[src/rtl/linescanner_pkg.sv]
// Shared state encoding and default sizing for the line-scan acquisition scheduler.
package linescanner_pkg;

   localparam int DEF_PERIOD_W     = 16;
   localparam int DEF_LINES_W      = 16;
   localparam int DEF_PIX_W        = 12;
   localparam int DEF_LVAL_TIMEOUT = 4095;

   localparam logic [2:0] ST_IDLE        = 3'd0;
   localparam logic [2:0] ST_ARM         = 3'd1;
   localparam logic [2:0] ST_WAIT_LVAL   = 3'd2;
   localparam logic [2:0] ST_READOUT     = 3'd3;
   localparam logic [2:0] ST_WAIT_LOAD   = 3'd4;
   localparam logic [2:0] ST_WAIT_PERIOD = 3'd5;

   typedef enum logic [2:0] {
      S_IDLE        = ST_IDLE,
      S_ARM         = ST_ARM,
      S_WAIT_LVAL   = ST_WAIT_LVAL,
      S_READOUT     = ST_READOUT,
      S_WAIT_LOAD   = ST_WAIT_LOAD,
      S_WAIT_PERIOD = ST_WAIT_PERIOD
   } state_t;

   // States in which a line is still in flight and the period may be overrun.
   function automatic logic is_line_active(input state_t s);
      return (s == S_WAIT_LVAL) || (s == S_READOUT) || (s == S_WAIT_LOAD);
   endfunction

endpackage

[src/rtl/linescanner_line_timer.sv]
// Saturating line-period counter with synchronous clear and an expired flag.
module linescanner_line_timer #(
   parameter int W = 16
) (
   input  logic         pixel_clock,
   input  logic         n_reset,
   input  logic         clear,
   input  logic [W-1:0] limit,
   output logic [W-1:0] count,
   output logic         expired
);

   always_ff @(posedge pixel_clock or negedge n_reset) begin
      if (!n_reset) begin
         count <= '0;
      end else if (clear) begin
         count <= '0;
      end else if (count != '1) begin
         count <= count + W'(1);
      end
   end

   assign expired = (count >= limit);

endmodule

[src/rtl/linescanner_acquisition_scheduler.sv]
// Arms the capture unit once per line period, tracks lval/load_pulse readout,
// counts pixels and lines per frame, and raises sticky timing/length errors.
module linescanner_acquisition_scheduler
   import linescanner_pkg::*;
#(
   parameter int PERIOD_W     = DEF_PERIOD_W,
   parameter int LINES_W      = DEF_LINES_W,
   parameter int PIX_W        = DEF_PIX_W,
   parameter int LVAL_TIMEOUT = DEF_LVAL_TIMEOUT
) (
   input  logic                pixel_clock,
   input  logic                n_reset,
   input  logic                start,
   input  logic                stop,
   input  logic                continuous,
   input  logic [PERIOD_W-1:0] line_period,
   input  logic [LINES_W-1:0]  lines_per_frame,
   input  logic [PIX_W-1:0]    pixels_per_line,
   input  logic                lval,
   input  logic                load_pulse,
   output logic                capture_enable,
   output logic                busy,
   output logic                line_start,
   output logic                line_done,
   output logic                frame_done,
   output logic [LINES_W-1:0]  line_index,
   output logic [PIX_W-1:0]    last_pixel_count,
   output logic                overrun_err,
   output logic                length_err,
   output logic                timeout_err
);

   localparam logic [31:0] TIMEOUT_LIM = 32'(LVAL_TIMEOUT);

   state_t state, state_next;

   logic                cap_en_reg, cap_en_next;
   logic                line_start_reg, line_start_next;
   logic                line_done_reg, line_done_next;
   logic                frame_done_reg, frame_done_next;
   logic [LINES_W-1:0]  line_index_reg, line_index_next;
   logic [PIX_W-1:0]    last_count_reg, last_count_next;
   logic [PIX_W-1:0]    pix_count_reg, pix_count_next;
   logic                overrun_reg, overrun_next;
   logic                length_reg, length_next;
   logic                timeout_reg, timeout_next;
   logic                stop_pend_reg, stop_pend_next;
   logic [LINES_W-1:0]  cfg_lines_reg, cfg_lines_next;
   logic [PIX_W-1:0]    cfg_pixels_reg, cfg_pixels_next;

   logic                timer_clear;
   logic [PERIOD_W-1:0] timer_count;
   logic [PERIOD_W-1:0] period_eff;
   logic [PERIOD_W-1:0] period_limit;
   logic [31:0]         timer_wide;
   logic                expired;
   logic                last_line;
   logic                advance;
   logic                stop_now;

   // Periods shorter than two cycles cannot fit ARM plus one wait cycle.
   assign period_eff   = (line_period < PERIOD_W'(2)) ? PERIOD_W'(2) : line_period;
   assign period_limit = period_eff - PERIOD_W'(1);
   assign timer_wide   = 32'(timer_count);
   assign last_line    = (line_index_reg == (cfg_lines_reg - LINES_W'(1)));

   linescanner_line_timer #(
      .W (PERIOD_W)
   ) u_line_timer (
      .pixel_clock (pixel_clock),
      .n_reset     (n_reset),
      .clear       (timer_clear),
      .limit       (period_limit),
      .count       (timer_count),
      .expired     (expired)
   );

   always_ff @(posedge pixel_clock or negedge n_reset) begin
      if (!n_reset) begin
         state          <= S_IDLE;
         cap_en_reg     <= 1'b0;
         line_start_reg <= 1'b0;
         line_done_reg  <= 1'b0;
         frame_done_reg <= 1'b0;
         line_index_reg <= '0;
         last_count_reg <= '0;
         pix_count_reg  <= '0;
         overrun_reg    <= 1'b0;
         length_reg     <= 1'b0;
         timeout_reg    <= 1'b0;
         stop_pend_reg  <= 1'b0;
         cfg_lines_reg  <= '0;
         cfg_pixels_reg <= '0;
      end else begin
         state          <= state_next;
         cap_en_reg     <= cap_en_next;
         line_start_reg <= line_start_next;
         line_done_reg  <= line_done_next;
         frame_done_reg <= frame_done_next;
         line_index_reg <= line_index_next;
         last_count_reg <= last_count_next;
         pix_count_reg  <= pix_count_next;
         overrun_reg    <= overrun_next;
         length_reg     <= length_next;
         timeout_reg    <= timeout_next;
         stop_pend_reg  <= stop_pend_next;
         cfg_lines_reg  <= cfg_lines_next;
         cfg_pixels_reg <= cfg_pixels_next;
      end
   end

   always_comb begin
      state_next      = state;
      cap_en_next     = cap_en_reg;
      line_start_next = 1'b0;
      line_done_next  = 1'b0;
      frame_done_next = 1'b0;
      line_index_next = line_index_reg;
      last_count_next = last_count_reg;
      pix_count_next  = pix_count_reg;
      overrun_next    = overrun_reg;
      length_next     = length_reg;
      timeout_next    = timeout_reg;
      stop_pend_next  = stop_pend_reg | (stop & (state != S_IDLE));
      cfg_lines_next  = cfg_lines_reg;
      cfg_pixels_next = cfg_pixels_reg;
      advance         = 1'b0;
      stop_now        = stop_pend_reg | stop;

      // A load strobe on the expiry cycle completes the line in time.
      if (is_line_active(state) && expired && !((state == S_WAIT_LOAD) && load_pulse))
         overrun_next = 1'b1;

      case (state)
         S_IDLE: begin
            if (start && !stop && (lines_per_frame != '0)) begin
               cfg_lines_next  = lines_per_frame;
               cfg_pixels_next = pixels_per_line;
               overrun_next    = 1'b0;
               length_next     = 1'b0;
               timeout_next    = 1'b0;
               line_index_next = '0;
               state_next      = S_ARM;
            end
         end
         S_ARM: begin
            cap_en_next     = 1'b1;
            line_start_next = 1'b1;
            pix_count_next  = '0;
            state_next      = S_WAIT_LVAL;
         end
         S_WAIT_LVAL: begin
            if (lval) begin
               cap_en_next    = 1'b0;
               pix_count_next = PIX_W'(1);
               state_next     = S_READOUT;
            end else if (timer_wide >= TIMEOUT_LIM) begin
               timeout_next = 1'b1;
               cap_en_next  = 1'b0;
               state_next   = S_IDLE;
            end
         end
         S_READOUT: begin
            if (lval) begin
               if (pix_count_reg == '1)
                  length_next = 1'b1;
               else
                  pix_count_next = pix_count_reg + PIX_W'(1);
            end else begin
               state_next = S_WAIT_LOAD;
            end
         end
         S_WAIT_LOAD: begin
            if (load_pulse) begin
               line_done_next  = 1'b1;
               last_count_next = pix_count_reg;
               if (pix_count_reg != cfg_pixels_reg)
                  length_next = 1'b1;
               // A late line re-arms immediately; the frame's last line still
               // passes through WAIT_PERIOD so frame_done trails line_done.
               if (expired && !last_line)
                  advance = 1'b1;
               else
                  state_next = S_WAIT_PERIOD;
            end
         end
         S_WAIT_PERIOD: begin
            if (expired) begin
               advance = 1'b1;
               if (last_line)
                  frame_done_next = 1'b1;
            end
         end
         default: state_next = S_IDLE;
      endcase

      if (advance) begin
         if (last_line) begin
            if (continuous && !stop_now && (lines_per_frame != '0)) begin
               cfg_lines_next  = lines_per_frame;
               cfg_pixels_next = pixels_per_line;
               line_index_next = '0;
               state_next      = S_ARM;
            end else begin
               state_next = S_IDLE;
            end
         end else if (stop_now) begin
            state_next = S_IDLE;
         end else begin
            line_index_next = line_index_reg + LINES_W'(1);
            state_next      = S_ARM;
         end
      end

      if (state_next == S_IDLE)
         stop_pend_next = 1'b0;

      timer_clear = (state_next == S_ARM);
   end

   assign capture_enable   = cap_en_reg;
   assign busy             = (state != S_IDLE);
   assign line_start       = line_start_reg;
   assign line_done        = line_done_reg;
   assign frame_done       = frame_done_reg;
   assign line_index       = line_index_reg;
   assign last_pixel_count = last_count_reg;
   assign overrun_err      = overrun_reg;
   assign length_err       = length_reg;
   assign timeout_err      = timeout_reg;

endmodule
[config.mk]
export PLATFORM = sky130hd
export DESIGN_NAME = linescanner_acquisition_scheduler
export DESIGN_NICKNAME = d
export VERILOG_FILES = /design/src/rtl/linescanner_pkg.sv /design/src/rtl/linescanner_line_timer.sv /design/src/rtl/linescanner_acquisition_scheduler.sv
export SDC_FILE = /design/constraint.sdc
export NUM_CORES = 1
export LEC_CHECK = 0
export ABC_CLOCK_PERIOD_IN_PS = 3200
export BUFFER_PORTS_ARGS = -buffer_cell sky130_fd_sc_hd__buf_2
export CAP_MARGIN = 10
export CORE_UTILIZATION = 52
export DETAILED_ROUTE_END_ITERATION = 6
export PLACE_DENSITY_LB_ADDON = 0.25
export SLEW_MARGIN = 20
export SYNTH_ARGS = -nofsm -noshare
export SYNTH_HDL_FRONTEND = slang
export SYNTH_SLANG_ARGS = --single-unit
[constraint.sdc]
create_clock -name pixel_clock -period 3.2 [get_ports pixel_clock]
set_clock_uncertainty 0.15 [all_clocks]
set_input_delay 0.8 -clock pixel_clock [delete_from_list [all_inputs] [get_ports pixel_clock]]
set_output_delay 0.8 -clock pixel_clock [all_outputs]
set_load 0.1 [all_outputs]
Word-level counts from Yosys, hierarchy flattened
Cells that the tools add are included.
- add/subtract/negate cells: 5
- $lt $le $gt $ge: 3
- equal/unequal tests: 20
- muxes and demuxes: 60
- bitwise operators: 3
- reductions and logical operators: 28
- operators by type and width (operator ; number):
    $mux 16 ; 14
    $mux 12 ; 8
    $pmux 12 s3 ; 1
    $add 16x1->16 const B ; 2
    $sub 16x1->16 const B ; 2
    $mux 1 ; 24
    $mux 3 ; 8
    $pmux 3 s6 ; 1
    $eq 16x16->1 ; 1
    $ge 16x12->1 const B ; 1
    $ge 16x16->1 ; 1
    $lt 16x2->1 const B ; 1
    $ne 16x16->1 const B ; 1
    $reduce_bool 16->1 ; 1
    $add 12x1->12 const B ; 1
    $eq 12x12->1 const B ; 1
    $ne 12x12->1 ; 1
    $ne 2x2->1 const B ; 6
    $reduce_bool 3->1 ; 3
    $logic_and 1x1->1 ; 8
    $reduce_and 4->1 ; 2
    $eq 3x1->1 const B ; 2
    $eq 3x2->1 const B ; 2
    $eq 3x3->1 const B ; 2
    12 further kinds ; 25
- register bits: 95
- input port bits: 51
- output and inout port bits: 36
- logic and storage cells: 134

Depth between registers and ports, before layout
- depth in word-level cells: 11
- gate-level depth with buffers: 20
- gate-level depth less buffers: 18

By module
A second synthesis with hierarchy kept.
- cell total of the unflattened synthesis: 646
- area total of the unflattened synthesis: 6144.6 µm²
- by module, submodules not included (module ; times used ; cells an instance ; area each (µm²) ; seq. area each (µm²)):
    linescanner_acquisition_scheduler ; 1 ; 493 ; 4800.9 ; 1976.9
    linescanner_line_timer ; 1 ; 153 ; 1343.8 ; 400.4

Least setup slack after synthesis
No wires, ideal clock.
- path kind: input to register
- from: input line_period[5]
- to: register cfg_lines_reg[10]
- setup time: 127 ps
- data arrival time: 5035 ps
- required time: 2923 ps
- path slack: -2113 ps
- stages on the path: 20
- path buffers: 2
- cell sequence: or3_1 > or4_1 > nor3_1 > nand2b_1 > ha_1 > nand2b_1 > nor4_1 > nand2b_1 > nor4_1 > xnor2_1 > ha_1 > nand4_1 > nor2_1 > nand2_1 > o31ai_2 > nand3_1 > o21ai_2 > buf_6 > buf_8 > mux2_1
- cells in the longest elaborated chain, start to end: 9
- elaborated cells on any way between the ends: 10
- classes of those cells: add/sub (1); order compare (2); mux (6); reduce/logical (1)
- RTL lines (element ; RTL line ; RTL):
    start: declaration ; linescanner_acquisition_scheduler.sv:16 ; input logic [PERIOD_W-1:0] line_period,
    $lt 16x2->1 ; linescanner_acquisition_scheduler.sv:62 ; assign period_eff = (line_period < PERIOD_W'(2)) ? PERIOD_W'(2) : line_period;
    $mux 16 (*) ; linescanner_acquisition_scheduler.sv:62 ;
    $sub 16x1->16 (*) ; linescanner_acquisition_scheduler.sv:63 ; assign period_limit = period_eff - PERIOD_W'(1);
    $ge 16x16->1 (*) ; linescanner_line_timer.sv:23 ; assign expired = (count >= limit);
    $logic_and 1x1->1 ; linescanner_acquisition_scheduler.sv:181 ; if (expired && !last_line)
    $mux 1 ; linescanner_acquisition_scheduler.sv:181 ;
    $mux 1 ; linescanner_acquisition_scheduler.sv:174 ; if (load_pulse) begin
    $pmux 1 s2 (*) ; linescanner_acquisition_scheduler.sv:134 ; case (state)
    $mux 16 (*) ; linescanner_acquisition_scheduler.sv:197 ; if (advance) begin
    via cfg_lines_next[10] ; linescanner_acquisition_scheduler.sv:48 ; logic [LINES_W-1:0] cfg_lines_reg, cfg_lines_next;
    end signal: assignment ; linescanner_acquisition_scheduler.sv:107 ; cfg_lines_reg <= cfg_lines_next;
    end: declaration ; linescanner_acquisition_scheduler.sv:48 ;
Mark *: on every way through the listed nets, which the timed path passes. The rest lies on a longest branch.
A chain may end at the register's enable or synchronous reset.

Worst setup path in the final report
- from: input line_period[4]
- to: register u_line_timer.count[12]
- cells in the longest elaborated chain, start to end: 11
- elaborated cells on any way between the ends: 16
- classes of those cells: add/sub (1); order compare (2); eq/ne (1); mux (10); reduce/logical (2)
- RTL lines (element ; RTL line ; RTL):
    $lt 16x2->1 ; linescanner_acquisition_scheduler.sv:62 ;
    $mux 16 (*) ; linescanner_acquisition_scheduler.sv:62 ;
    $sub 16x1->16 (*) ; linescanner_acquisition_scheduler.sv:63 ;
    $ge 16x16->1 (*) ; linescanner_line_timer.sv:23 ;
    $logic_and 1x1->1 ; linescanner_acquisition_scheduler.sv:181 ;
    $mux 3 or $mux 1 (tied branches) ; linescanner_acquisition_scheduler.sv:181 ;
    $mux 3 or $mux 1 (tied branches) ; linescanner_acquisition_scheduler.sv:174 ;
    $pmux 3 s6 or $pmux 1 s2 (tied branches) ; linescanner_acquisition_scheduler.sv:134 ;
    $mux 3 (*) ; linescanner_acquisition_scheduler.sv:197 ;
    $eq 3x1->1 (*) ; linescanner_acquisition_scheduler.sv:218 ; timer_clear = (state_next == S_ARM);
    $mux 16 or $reduce_bool 2->1 (tied branches) ; -- ;
    end signal: assignment ; linescanner_line_timer.sv:19 ; count <= count + W'(1);
    end: declaration ; linescanner_line_timer.sv:9 ; output logic [W-1:0] count,
Mark *: on every way between the ends. The rest lies on a longest branch, timed or not.

==> results.toml <==
[sta]
post-route-min-period_ns = 4.82
fin_crit_sh = 1.51
max_slew.worst_pin.slew_ns = 0.602
max_freq_mhz = 207
max_slew_margin = 0.599
finalHoldViolations = 0
setup_viol_count_final = 65
worst_slack_ns = -1.62
rsz_0062_raised_after_global_routing = "yes"
fin_hold_ws_ns = 0.267
final_report_max_slew_violation_count = 0
setup-tns-final_ns = -100.30

[power]
p_total_w = 0.00506
power_switching_share = 0.428
power.density_nw_per_um2 = 676
peakVddDrop_uv = 612
total_switching_power_w = 0.00217
power_frac_comb = 0.470
clockPowerShare = 0.164
cell_internal_pwr_w = 0.00289
power.static_leakage_nw = 3.39
share_seq_of_total_power = 0.366

[die]
initial_core_util = 0.537
floorplan.rows = 38
dieArea_um2 = 11700
boundaryPins = 87
die_width_um = 108
die-height_um = 108
core_region_area_um2 = 10900

[clock_tree]
holdBufCountCts = 0
clock_tree.htree_level_count = 3
cts_tree = "yes"
root_buffer = "sky130_fd_sc_hd__clkbuf_8"
clk_pin_slew_worst_paths_ns = 0.09
cts_num_sinks = 95
bufs_on_longest_clock_path = 2
worstSkewPairLatency_ns = 0.38
cts_inserted_buffers = 9

[route]
postRouteWirelength_um = 15500
drt-vias-per-instance = 5.88
drt-initial-drc-count = 271
vias = 5337
detail_route.wl_per_cell_um = 17.1
ant_nets = 0
drt_pre_antenna_iters = 4
remaining_drc_errors = 0

[critical_path]
timing_worst_setup_path_type = "primary input to flop"
critical_path.endpoint_type = "flop"
critPathMaxFanout = 8
timing.critical_path.cells = "buf_6, or3_4, or4_4, nor3_4, nand2b_4, ha_4, nand2b_4, nor4_4, nand2b_1, nor4_2, xnor2_1, ha_1, nand4_1, buf_4, inv_2, a2111oi_4, o31ai_4, nand3_2, buf_6, o211ai_1, buf_4, buf_12, a211oi_2"
timing.critical_path.slowest_cell_delay_ns = 0.51
cp-start-kind = "primary input"
critPathRequiredTime_ns = 3.35
crit_slowest_cell = "sky130_fd_sc_hd__or4_4"
cp_arrival_ns = 4.98

[yosys]
yosys-top-cells-area = "sky130_fd_sc_hd__dfrtp_1 41%, sky130_fd_sc_hd__xnor2_1 6.0%, sky130_fd_sc_hd__ha_1 4.5%, sky130_fd_sc_hd__nand2_1 4.2%, sky130_fd_sc_hd__mux2_2 3.8%"
yosys_warnings = 0
ys_async_sr_fraction = 1.00
postSynthAreaPerCell_um2 = 9.35
synth_seq_cells = 95
sequential_to_total_area_share_from_yosys_stat = 0.406
synthDominantAreaCellType = "sky130_fd_sc_hd__dfrtp_1"
synth.top_cell.area_share = 0.406
synth.net_count = 698
commonest_register_cell_after_synthesis = "sky130_fd_sc_hd__dfrtp_1"
synth-edff-count = 0
synth_cells = 626
yosysUniqueCellTypes = 65
netlist_area_before_placement_um2 = 5850

[finish]
design.final.nets = 834
area_growth_syn_to_layout_pct = 28.0
postLayoutCoreUtil = 0.688
fraction_of_final_layout_cells_sized_beyond_drive_strength_1 = 0.340

[grt]
global_route.usage.total = 0.275
first_global_vias = 5321
maximum_number_of_pins_on_one_net_before_global_route_repair = 53
grt_first_pass_wirelength_um = 25100
antenna_violations_before_repair = 0
globalRouteOverflowTotal = 0

[place]
routabilityCongestion = 0.889
placement.io_buffers = 86
post-dp-hpwl_um = 11200

[status]
outcome = "finished, violations left"
violations = "negative setup slack"

[flow_run]
timing.max_cap.violations = 0

[worst_hold_path]
holdCritPathClass = "primary input to async pin"
## worst paths after layout
path	slack, ns	cells past startpoint	start	endpoint
setup reg to reg	-0.27	11	cfg_lines_reg[0]	u_line_timer.count[12]
setup / recovery	-1.62	23	line_period[4]	u_line_timer.count[12]
hold / removal	0.27	1	n_reset	cfg_lines_reg[13]
hold reg to reg	0.34	2	last_pixel_count[6]	last_pixel_count[6]
max in group asynchronous	1.94	2	n_reset	pix_count_reg[10]
min in group pixel_clock	0.34	2	last_pixel_count[6]	last_pixel_count[6]
## cells by family after synthesis
kind of cell | count (synthesis) | synth area share
simple gates | 255 | 0.230
compound gates | 108 | 0.123
flops | 95 | 0.406
xor+xnor | 62 | 0.0952
buf+inv | 54 | 0.0408
mux | 31 | 0.0592
fa+ha+maj | 21 | 0.0449
## power groups by stage
stage / clock (W) / sequential (W) / combinational, W
after CTS: 0.000855 / 0.00184 / 0.00220
after detailed placement: 0 / 0.00186 / 0.00214
after global routing: 0.000906 / 0.00189 / 0.00256
after floorplan: 0 / 0.00211 / 0.00135
final: 0.000828 / 0.00185 / 0.00238
after global placement: 0 / 0.00184 / 0.00205
## worst max-delay path: cells and delay by family
family,cells,cell delay (ns)
buffers and inverters,6,0.74
AO/OA/AOI/OAI,4,0.75
AND/OR/NAND/NOR,10,2.10
XOR/XNOR,1,0.17
adder cells (fa/ha/maj),2,0.41
## synthesized netlist by cell type, types with 2 or more instances
cell type                  instances
sky130_fd_sc_hd__xnor2_1          40
sky130_fd_sc_hd__o21ai_0          31
sky130_fd_sc_hd__clkbuf_1         19
sky130_fd_sc_hd__a21oi_1          18
sky130_fd_sc_hd__a31oi_1           7
sky130_fd_sc_hd__xor2_1           21
sky130_fd_sc_hd__o221ai_1          5
sky130_fd_sc_hd__or3_1             7
sky130_fd_sc_hd__or2_2             6
sky130_fd_sc_hd__inv_1            24
sky130_fd_sc_hd__nand4_1          17
sky130_fd_sc_hd__or4_1            17
sky130_fd_sc_hd__and2_1            3
sky130_fd_sc_hd__buf_4             3
sky130_fd_sc_hd__nor3b_1           2
sky130_fd_sc_hd__o31a_1            2
sky130_fd_sc_hd__a211oi_1          4
sky130_fd_sc_hd__nand2b_1         13
sky130_fd_sc_hd__mux2_2           20
sky130_fd_sc_hd__ha_1             21
sky130_fd_sc_hd__and3_1            9
sky130_fd_sc_hd__mux2i_1           2
sky130_fd_sc_hd__o211ai_1         10
sky130_fd_sc_hd__nor3_1           15
sky130_fd_sc_hd__nand2_1          65
sky130_fd_sc_hd__nor2_1           51
sky130_fd_sc_hd__a22oi_1           2
sky130_fd_sc_hd__o31ai_1           6
sky130_fd_sc_hd__buf_2             5
sky130_fd_sc_hd__a311oi_1          2
sky130_fd_sc_hd__nor4_1           20
sky130_fd_sc_hd__o211a_1           2
sky130_fd_sc_hd__and3b_1           2
sky130_fd_sc_hd__nand3_1          18
sky130_fd_sc_hd__o21a_1            2
sky130_fd_sc_hd__dfrtp_1          95
sky130_fd_sc_hd__a21o_1            3
sky130_fd_sc_hd__nand4b_1          2
sky130_fd_sc_hd__mux2_1            9
## cell usage in the layout (no fill, tap or decap), types with 17 or more instances in the layout
| cell | count |
|---|---|
| sky130_fd_sc_hd__o21ai_0 | 28 |
| sky130_fd_sc_hd__buf_2 | 84 |
| sky130_fd_sc_hd__buf_4 | 60 |
| sky130_fd_sc_hd__xor2_1 | 21 |
| sky130_fd_sc_hd__mux2_4 | 26 |
| sky130_fd_sc_hd__nor4_1 | 18 |
| sky130_fd_sc_hd__nand2_1 | 64 |
| sky130_fd_sc_hd__xnor2_1 | 40 |
| sky130_fd_sc_hd__dfrtp_1 | 95 |
| sky130_fd_sc_hd__ha_1 | 20 |
| sky130_fd_sc_hd__inv_1 | 23 |
| sky130_fd_sc_hd__nand4_1 | 17 |
| sky130_fd_sc_hd__nor2_1 | 36 |
## per-layer routing
layer,wire length [um],track usage,vias to the layer above
li1,-,-,2526
met1,6760,0.339,2625
met2,7780,0.468,158
met3,701,0.0591,28
met4,308,0.109,0
met5,0,0,-
## stage by stage
stage	setup slack [ns]	instances	instance area, um2
2_1_floorplan	-1.80	626	6020
3_3_place_gp	-1.85	873	6870
3_5_place_dp	-2.08	873	6870
4_1_cts	-1.56	898	7220
5_1_grt	-1.76	907	7490
6_report	-1.62	908	7490
## layout make-up
class,count,area (um2)
Clock buffer,11,141
Fill cell,836,3400
Clock inverter,5,63.8
Tap cell,140,175
Multi-Input combinational cell,477,3600
Timing Repair Buffer,155,1040
Antenna cell,1,2.50
Sequential cell,95,2380
Inverter,24,90.1
## timing repair
action | 4_1_cts | 5_1_grt
buffers inserted | 7 | 9
gates cloned | 2 | 1
resized for setup | 21 | 50
endpoints found under the setup margin | 65 | 65
pin swaps | 9 | 12
Note: power is estimated with default switching activity, not from simulation.
